===== src/rtl/load_unit.sv =====
`default_nettype none
// ============================================================================
//  Module   : load_unit
//  Purpose  : Data-memory load engine. Takes a load request (address, funct3)
//             from execute, performs one word-aligned read over a ready/valid
//             memory handshake, then extracts and sign/zero-extends the
//             addressed byte/half/word for the writeback mux. Holds the
//             pipeline (stall) for the duration of the load.
//  Ports    : clk, rst_n            - clock, async active-low reset
//             ld_req/ld_addr/ld_funct3 - load request from execute
//             stall                 - hold PC/pipeline (combinational)
//             rd_mem/rd_mem_valid   - extended load data + update pulse
//             err                   - misaligned/illegal/timeout pulse
//             mem_req/mem_addr/mem_ready - memory request channel
//             mem_rvalid/mem_rdata  - memory response channel
//  Revision : 1.0 - initial release
// ============================================================================
module load_unit #(
   parameter int REG_LEN     = 32,
   parameter int TIMEOUT_CYC = 255,
   parameter int CNT_W       = 8
) (
   input  logic               clk,
   input  logic               rst_n,
   input  logic               ld_req,
   input  logic [REG_LEN-1:0] ld_addr,
   input  logic [2:0]         ld_funct3,
   output logic               stall,
   output logic [REG_LEN-1:0] rd_mem,
   output logic               rd_mem_valid,
   output logic               err,
   output logic               mem_req,
   output logic [REG_LEN-1:0] mem_addr,
   input  logic               mem_ready,
   input  logic               mem_rvalid,
   input  logic [REG_LEN-1:0] mem_rdata
);

   localparam logic [2:0] c_st_idle = 3'd0;
   localparam logic [2:0] c_st_req  = 3'd1;
   localparam logic [2:0] c_st_wait = 3'd2;
   localparam logic [2:0] c_st_done = 3'd3;
   localparam logic [2:0] c_st_err  = 3'd4;

   localparam logic [CNT_W-1:0] c_cnt_last = CNT_W'(TIMEOUT_CYC - 1);

   logic [2:0]         state_q, state_d;
   logic               mem_req_q, mem_req_d;
   logic [REG_LEN-1:0] mem_addr_q, mem_addr_d;
   logic [REG_LEN-1:0] rd_mem_q, rd_mem_d;
   logic [CNT_W-1:0]   cnt_q, cnt_d;
   logic [1:0]         off_q, off_d;
   logic [2:0]         f3_q, f3_d;

   logic               w_legal;
   logic [7:0]         w_byte;
   logic [15:0]        w_half;
   logic [REG_LEN-1:0] w_ext;

   // Legal funct3 values are LB/LH/LW/LBU/LHU; halves need addr[0]=0 and
   // words need addr[1:0]=0.
   always_comb begin
      w_legal = 1'b0;
      case (ld_funct3)
         3'b000, 3'b100: w_legal = 1'b1;
         3'b001, 3'b101: w_legal = ~ld_addr[0];
         3'b010:         w_legal = (ld_addr[1:0] == 2'b00);
         default:        w_legal = 1'b0;
      endcase
   end

   // Lane extraction uses the offset/funct3 latched at request time, since
   // ld_addr may change once the core is released.
   always_comb begin
      w_byte = mem_rdata[7:0];
      case (off_q)
         2'd0: w_byte = mem_rdata[7:0];
         2'd1: w_byte = mem_rdata[15:8];
         2'd2: w_byte = mem_rdata[23:16];
         2'd3: w_byte = mem_rdata[31:24];
         default: w_byte = mem_rdata[7:0];
      endcase
      w_half = off_q[1] ? mem_rdata[31:16] : mem_rdata[15:0];
      w_ext  = mem_rdata;
      case (f3_q)
         3'b000:  w_ext = {{(REG_LEN-8){w_byte[7]}}, w_byte};
         3'b100:  w_ext = {{(REG_LEN-8){1'b0}}, w_byte};
         3'b001:  w_ext = {{(REG_LEN-16){w_half[15]}}, w_half};
         3'b101:  w_ext = {{(REG_LEN-16){1'b0}}, w_half};
         default: w_ext = mem_rdata;
      endcase
   end

   always_comb begin
      state_d    = state_q;
      mem_req_d  = mem_req_q;
      mem_addr_d = mem_addr_q;
      rd_mem_d   = rd_mem_q;
      cnt_d      = cnt_q;
      off_d      = off_q;
      f3_d       = f3_q;
      case (state_q)
         c_st_idle: begin
            if (ld_req) begin
               if (w_legal) begin
                  off_d      = ld_addr[1:0];
                  f3_d       = ld_funct3;
                  mem_addr_d = {ld_addr[REG_LEN-1:2], 2'b00};
                  mem_req_d  = 1'b1;
                  cnt_d      = '0;
                  state_d    = c_st_req;
               end else begin
                  state_d = c_st_err;
               end
            end
         end
         c_st_req: begin
            if (mem_ready) begin
               mem_req_d = 1'b0;
               cnt_d     = '0;
               state_d   = c_st_wait;
            end else if (cnt_q == c_cnt_last) begin
               mem_req_d = 1'b0;
               state_d   = c_st_err;
            end else begin
               cnt_d = cnt_q + CNT_W'(1);
            end
         end
         c_st_wait: begin
            if (mem_rvalid) begin
               rd_mem_d = w_ext;
               state_d  = c_st_done;
            end else if (cnt_q == c_cnt_last) begin
               state_d = c_st_err;
            end else begin
               cnt_d = cnt_q + CNT_W'(1);
            end
         end
         c_st_done: state_d = c_st_idle;
         c_st_err:  state_d = c_st_idle;
         default: begin
            mem_req_d = 1'b0;
            state_d   = c_st_idle;
         end
      endcase
   end

   always_ff @(posedge clk or negedge rst_n) begin
      if (!rst_n) begin
         state_q    <= c_st_idle;
         mem_req_q  <= 1'b0;
         mem_addr_q <= '0;
         rd_mem_q   <= '0;
         cnt_q      <= '0;
         off_q      <= 2'd0;
         f3_q       <= 3'd0;
      end else begin
         state_q    <= state_d;
         mem_req_q  <= mem_req_d;
         mem_addr_q <= mem_addr_d;
         rd_mem_q   <= rd_mem_d;
         cnt_q      <= cnt_d;
         off_q      <= off_d;
         f3_q       <= f3_d;
      end
   end

   // Stall drops in DONE so the core advances in the cycle rd_mem is valid.
   assign stall        = ((state_q == c_st_idle) && ld_req) ||
                         (state_q == c_st_req) || (state_q == c_st_wait) ||
                         (state_q == c_st_err);
   assign rd_mem_valid = (state_q == c_st_done);
   assign err          = (state_q == c_st_err);
   assign rd_mem       = rd_mem_q;
   assign mem_req      = mem_req_q;
   assign mem_addr     = mem_addr_q;

endmodule
`default_nettype wire


===== config.mk =====
export PLATFORM = sky130hd
export DESIGN_NAME = load_unit
export DESIGN_NICKNAME = d
export VERILOG_FILES = /design/src/rtl/load_unit.sv
export SDC_FILE = /design/constraint.sdc
export NUM_CORES = 1
export LEC_CHECK = 0
export CORE_ASPECT_RATIO = 1.1
export CORE_MARGIN = 2
export CORE_UTILIZATION = 49
export DETAILED_ROUTE_END_ITERATION = 8
export PLACE_DENSITY_LB_ADDON = 0.2
export SLEW_MARGIN = 0
export SYNTH_ARGS = -nofsm -noshare
export SYNTH_HDL_FRONTEND = slang
export SYNTH_SLANG_ARGS = --single-unit

===== constraint.sdc =====
create_clock -name clk -period 4.4 [get_ports clk]
set_clock_uncertainty 0.05 [all_clocks]
set_input_delay 1.1 -clock clk [delete_from_list [all_inputs] [get_ports clk]]
set_output_delay 1.1 -clock clk [all_outputs]
set_load 0.02 [all_outputs]

After elaboration in Yosys (flattened, before gate mapping)
Index checks and enable logic that the tools add are counted.

Equal/unequal tests: 19. Bitwise gates (word level): 2. Reductions and logical operators: 17. Multiplexer cells: 21. $add $sub $neg: 1.

Operators with widths (count): $pmux 32 s4 (1); $mux 8 (5); $pmux 8 s4 (1); $pmux 8 s3 (1); $mux 16 (1); $eq 3x3->1 const B (5); $mux 3 (5); $eq 3x1->1 const B (3); $eq 3x2->1 const B (3); $logic_not 3->1 (3); $pmux 3 s3 (1); $add 8x1->8 const B (1); $eq 8x8->1 const B (1); $reduce_and 4->1 (2); $ne 2x2->1 const B (3); $pmux 1 s3 (2); $eq 2x2->1 const B (2); $logic_not 2->1 (2); $mux 1 (4); $reduce_or 2->1 (2); $logic_or 1x1->1 (3); $ne 3x3->1 const B (1); $reduce_and 3->1 (1); $reduce_bool 3->1 (1); other kinds (5) (6).

Bits in registers: 79. Output and inout bits: 68. Input port bits: 72.

Logic depth before layout (Yosys ltp)
Depth after elaboration: 6. Gate-level depth with buffers: 7.

Worst setup path before layout
No wires, ideal clock.

Path type: in2out. Start point: in ld_req. End point: out stall. Slack: 1.656 ns. Arrival: 1.594 ns. Buffers on the path: 0. Cell stages on the path: 2. Data required time: 3.250 ns. Cell sequence: o31ai_1 nand2b_1.

Longest elaborated chain between the ends: 4.

RTL lines: start: declaration (RTL line 25) `input logic ld_req,`; $logic_and 1x1->1 (RTL line 169) `assign stall = ((state_q == c_st_idle) && ld_req) ||`; $logic_or 1x1->1 (RTL line 169); $logic_or 1x1->1 (2 in series) (RTL line 170) `(state_q == c_st_req) || (state_q == c_st_wait) ||`; end: declaration (RTL line 28) `output logic stall,`.

Every way passes these cells.

Final worst setup path
Same ends and word-level chain as after synthesis.

==> out/results.ini <==
[status]
status = complete, no violations

[timing]
layout_min_cycle_time_ns = 3.78
maxSlewViolCount = 0
relSlewSlack_pct = 33.8
worst_slew_pin_slew_ns = 0.993
tns_ns = 0
fin_crit_sh_pct = 85.9
fin_ws_ns = 0.619
timing.hold.ws_ns = 0.438
rsz0062_at_grt = false
fmax_mhz = 264
finalHoldViolations = 0
setup_viol = 0

[synthesis]
ys_warn_count = 0
synth-main-ff-cell = dfrtp_1
yosysUniqueCellTypes = 56
yosysTopAreaCell = dfrtp_1
syn_area_sq_um = 3890
syn_inst = 357
synth_top_area_share_pct = 50.8
ys_seq_area_share_pct = 50.8
netlist_top_cells_area = dfrtp_1 51%, mux2_2 11%, nand3_1 4.6%, nand2_1 3.1%, a21oi_1 3.0%
ys_top_cells_by_count = 79 x dfrtp_1, 37 x mux2_2, 36 x nand3_1
syn_avg_cell_area_sq_um = 10.9
yosysMostFrequentCell = dfrtp_1
synthArstFlopShare_pct = 100
synth_edf_count = 0
ys_ff_latch = 79

[power_and_ir_drop]
p_sw_share_pct = 39.5
p_leak_nw = 2.35
pwr-share-comb_pct = 52.2
internal_power_mw = 2.34
p_clk_share_pct = 14.3
vdd_drop_max_mv = 0.395
share_seq_of_total_power_pct = 33.6
power_switching_mw = 1.53
powerDensity_nw_per_um2 = 701
report.power.total_mw = 3.87

[clocking]
cts.clk_slew.worst_paths_ns = 0.08
cts-htree-levels = 3
insertion_delay_ns = 0.35
clock_path_buffers = 2
cts_setup_buffers = 0
cts.repair.resized = 0
cts_inserted_buffers = 9
cts_root_buf = clkbuf_8
cts_tree = yes
cts_hold_buf = 0
clock-sinks = 79

[die]
start_util_pct = 49.7
die_area_sq_um = 8670
core.rowCount = 34
die_width_um = 89.0
core_area_sq_um = 7830
die_height_um = 97.5
io_pins = 140

[worst_setup_path]
crit_path_max_fanout = 3
start_kind = input port
reg2regPathDepth = 4
crit_type = in -> out
reg2reg_from = off_q[1]
timing.rr.end = rd_mem[16]
required_ns = 3.25
critPathArrivalTime_ns = 2.63
end_kind = output port
r2r_slack_ns = 1.99

[min_path]
worstHoldPathCells = 2
min_path_type = reg -> reg
min_to = rd_mem[6]
hold_start = rd_mem[6]

[global_routing]
grt-busiest-layer = met2
globalRouteMet3Util_pct = 5.44
grt.met2_usage_pct = 36.9
grt_overflow = 0
grt_max_degree = 80
grtUsageMet1_pct = 29.2
grt_pass1_vias = 3215
antenna_found_initial = 0
grt_pass1_wl_um = 15500
grtUsageTotal_pct = 22.9

[finish]
drive_gt1_share_pct = 14.1
design.final.nets = 560
fillers = 617
post-route-util_pct = 70.4
area_growth_pct = 41.6
n_antenna_cell = 0
final_cells = 598
fin_area_sq_um = 5510

[detailed_routing]
routed_wl_um = 9870
drc = 0
viasPerCell = 5.56
antenna_left = 0
dr.pass1.iters = 4
wl_per_cell_um = 16.5
via_count = 3324
drt_iter0_drc = 144

[placement]
io_buffers = 137
dp_hpwl_um = 7030
place_area_sq_um = 5320
dp.cells = 583
gp_congestion = 0.836
place_ws_ns = 0.641

[flow_run]
max_cap_viol_count = 0

[cell type report]
class	count	area (sq um)	share of cell area, %
clock inverters	5	58.8	1.07
flip-flops and latches	79	1980	35.9
clock buffers	10	138	2.50
repair buffers	141	1400	25.4
inverters	6	22.5	0.409
well taps	108	135	2.45
multi-input cells	249	1780	32.3
[metal layers]
| layer | up-vias | share of wire (%) |
|---|---|---|
| met2 | 114 | 49 |
| met1 | 1623 | 42 |
| li1 | 1566 | - |
| met5 | - | 0 |
| met4 | 0 | 2.5 |
| met3 | 21 | 6.5 |
[power by group through the flow]
stage	sequential [mW]	combinational (mW)	clock, mW
finish	1.30	2.02	0.551
global route	1.34	2.16	0.578
detailed placement	1.31	2.02	0
global placement	1.30	1.99	0
floorplan	1.60	0.873	0
CTS	1.30	2.03	0.559
[flip-flops by register name (all words and copies together) (netlist names)]
signal	cells
cnt_q	8
f3_q	3
mem_addr	30
mem_req	1
off_q	2
rd_mem	32
state_q	3
[cell usage in the layout (no fill, tap or decap), types with 4 or more instances in the layout]
cell type	instances
o21ai_1	5
buf_4	5
o22a_1	7
a31oi_1	4
inv_1	6
a21oi_1	23
nand3_1	36
dfrtp_1	79
a22oi_1	8
nand2_1	32
nand2b_1	4
a22o_1	4
a2bb2oi_1	4
clkdlybuf4s50_1	136
nor2_1	16
o31ai_1	5
nor2b_1	5
mux2_2	37
mux2i_1	4
clkbuf_8	10
a21o_1	5
[worst max-delay path: stages]
cell and delay (ns):
clkdlybuf4s50_1 0.50, o31ai_1 0.37, nand2b_1 0.10, clkdlybuf4s50_1 0.56
[worst max-delay path by stage]
stage                     startpoint  endpoint  cells past startpoint
after floorplan               ld_req     stall                      2
after global placement        ld_req     stall                      4
after detailed placement      ld_req     stall                      4
after CTS                     ld_req     stall                      4
after global routing          ld_req     stall                      4
final                         ld_req     stall                      4
[logic make-up (layout without fill, tap and decap cells)]
family | after synthesis | after routing | share of synthesized area [%]
other cells | 1 | 2 | 0.0963
fa+ha+maj | 2 | 2 | 0.643
simple gates | 113 | 113 | 15.2
flops | 79 | 79 | 50.8
buf+inv | 30 | 162 | 3.73
mux | 43 | 43 | 12.6
compound gates | 89 | 89 | 17.0
Note: power is estimated with default switching activity, not from simulation.
==> patch, RTL diff (same settings) <==
Make the reset (`rst_n`) synchronous in one clocked block. Comments in the files are not updated.
--- a/src/rtl/load_unit.sv
+++ b/src/rtl/load_unit.sv
@@ -147,3 +147,3 @@
 
-   always_ff @(posedge clk or negedge rst_n) begin
+   always_ff @(posedge clk) begin
       if (!rst_n) begin
Formal check against the unedited RTL: differs if rst_n is asserted again (counterexample within 4 cycles, from zero or initial values and one cycle with rst_n low); with rst_n held inactive, the same outputs for 10 cycles.
==> patch against the unedited design <==
- routed wire length is 6.6% higher
- worst setup slack better by 200 ps
- first-iteration DRC count is 90% higher
- die area down 6.1%
- synthesized area is 6.3% lower
- non-clock buffer count stayed put
- sequential cell count is the same
- design area decreased by 4.8%
- highest routed layer unchanged
Power is not compared: it rests on default switching activity, and its combinational part moved more than twofold at a synthesized area within 25%.
==> patch: results (changes against the unedited design) <==
- Final nets: 613 (+9.5%)
- First-pass GRT wire length: 16,900 microns (+9.0%)
- Pre-CTS setup slack: 814 ps (+174 ps)
- CTS Buf Count: 9 (unchanged)
- Final Wtd Congestion: 0.851 (+1.8%)
- Peak VDD IR: 221 uV
- Status: complete, no violations
- Fill cells: 545 (-12%)
- Skew-Pair Late Insertion Delay: 350 ps (about the same)
- Ys Warns: 0 (unchanged)
- H-tree levels: 3 (unchanged)
- Post-synth top cells: 79 x dfxtp_1, 51 x nor2_1, 44 x a21oi_1
- 1st-iter DRT viols: 274 (+90%)
- CP startpoint: ld_req
- Setup Buffers After CTS: 0 (unchanged)
- R2r startpoint: off_q[1]$_SDFFE_PN0P_
- Synth cell types: 46 (-18%)
- Setup WS post-layout: 822 ps (+202 ps)
- Drt via density: 5.79 (+4.1%)
- Met2 usage: 43.7% (+6.9 points)
- CTS root buf: clkbuf_8
- GR Util All Layers: 25.9% (+3.0 points)
- Sequential fraction of the synthesis area: 43.4% (-7.4 points)
- Hold crit path type: flop to flop
- FFs w/ async S/R, synth: 0% (-100 points)
- Met3 Use GR: 6.56% (+1.1 points)
- Share of cells above drive strength 1: 6.07% (-8.0 points)
- Top FF cell, synth: dfxtp_1
- Synth Instances: 417 (+17%)
- Finished Layout Cells: 629 (+5.2%)
- Largest net degree at the start of global routing: 44 (-45%)
- Drt first pass iters: 4 (unchanged)
- Number of flip-flops in the largest register: 32 (unchanged)
- CTS Buffer Depth: 2 (unchanged)
- Fin. max-slew vios: 0 (unchanged)
- Critical path arrival: 2430 ps (-200 ps)
- Post-DP HPWL: 7490 microns (+6.5%)
- P_leak: 2.05 nW
- R2R Setup Slk: 1760 ps (-230 ps)
- # diodes: 0 (unchanged)
- Vias in the first global route: 3,546 (+10%)
- Actual slew at the worst max-slew pin: 1100 ps (+106 ps)
- Hold wc startpoint: rd_mem[2]$_SDFFE_PN0P_
- WL per Instance: 16.7 microns (+1.4%)
- Crit Path Max Fanout: 5 (+2)
- Met1 Usage GRT: 31.7% (+2.5 points)
- PostCTS Resize Cnt: 0 (unchanged)
- Initial antenna violation count: 0 (unchanged)
- Synth area leaders: dfxtp_1 43%, mux2i_1 12%, a21oi_1 6.0%
- Worst-path clk slew: 80 ps (about the same)
- IO Port Bufs: 137 (unchanged)
- Switching Share: between 20 and 30%
==> patch: changes by cell type after synthesis, moves of 30 or more <==
| cell | change |
|---|---|
| mux2_2 | -35 |
| nor2_1 | +35 |
| mux2i_1 | +38 |
| o21ai_0 | +30 |
| dfrtp_1 | -79 |
| dfxtp_1 | +79 |
==> patch: path summary, 6_finish.rpt <==
| path | end | depth (start not counted) |
|---|---|---|
| worst max-delay path | stall | 4 |
| worst min-delay path | rd_mem[2]$_SDFFE_PN0P_ | 2 |
| worst max register to register | rd_mem[25]$_SDFFE_PN0P_ | 4 |
| worst min register to register | rd_mem[2]$_SDFFE_PN0P_ | 2 |
==> patch: layer usage <==
layer / vias to the layer above / part of all wire [%]
li1: 1755 / -
met1: 1711 / 41
met2: 157 / 50
met3: 17 / 7.5
met4: 0 / 2.1
met5: - / 0
==> patch: final cells by class <==
class | count | area share, %
clock buffers | 10 | 2.62
inverters | 6 | 0.429
repair buffers | 141 | 26.7
multi-input cells | 302 | 36.3
well taps | 85 | 2.03
flip-flops and latches | 79 | 30.1
clock inverters | 6 | 1.76
==> patch: cell families (layout without fill, tap and decap cells) <==
| kind of cell | Yosys count | in the layout | synth area share, % |
|---|---|---|---|
| muxes | 45 | 45 | 12.8 |
| DFF | 79 | 79 | 43.4 |
| and+or+nand+nor | 123 | 123 | 15.3 |
| other | 1 | 2 | 0.103 |
| buffers and inverters | 37 | 163 | 4.50 |
| AOI/OAI and AO/OA | 130 | 130 | 23.3 |
| adders and majority gates | 2 | 2 | 0.686 |
==> patch: power groups by stage <==
stage               Clock, W  Sequential [W]  Combinational, W
global placement           0        0.000774          0.000257
global route        0.000645        0.000763          0.000284
CTS                 0.000622        0.000759          0.000263
finish              0.000612        0.000759          0.000264
detailed placement         0        0.000775          0.000262
floorplan                  0        0.000785          0.000121
==> patch: worst max-delay path, cell delays in order <==
cell and delay, ps:
clkdlybuf4s50_1 550, inv_1 60, a21oi_1 110, clkdlybuf4s50_1 610
==> patch: per-stage QoR <==
stage | total power, W | cell area, sq um | hold WS, ps | util (%)
final | 0.00164 | 5250 | 419 | 73.6
after global routing | 0.00169 | 5250 | 447 | 73.6
after CTS | 0.00164 | 5250 | 424 | 73.6
after detailed placement | 0.00104 | 5020 | 406 | 70.4
after global placement | 0.00103 | 5020 | 394 | 70.4
after floorplan | 0.000906 | 3650 | 414 | -
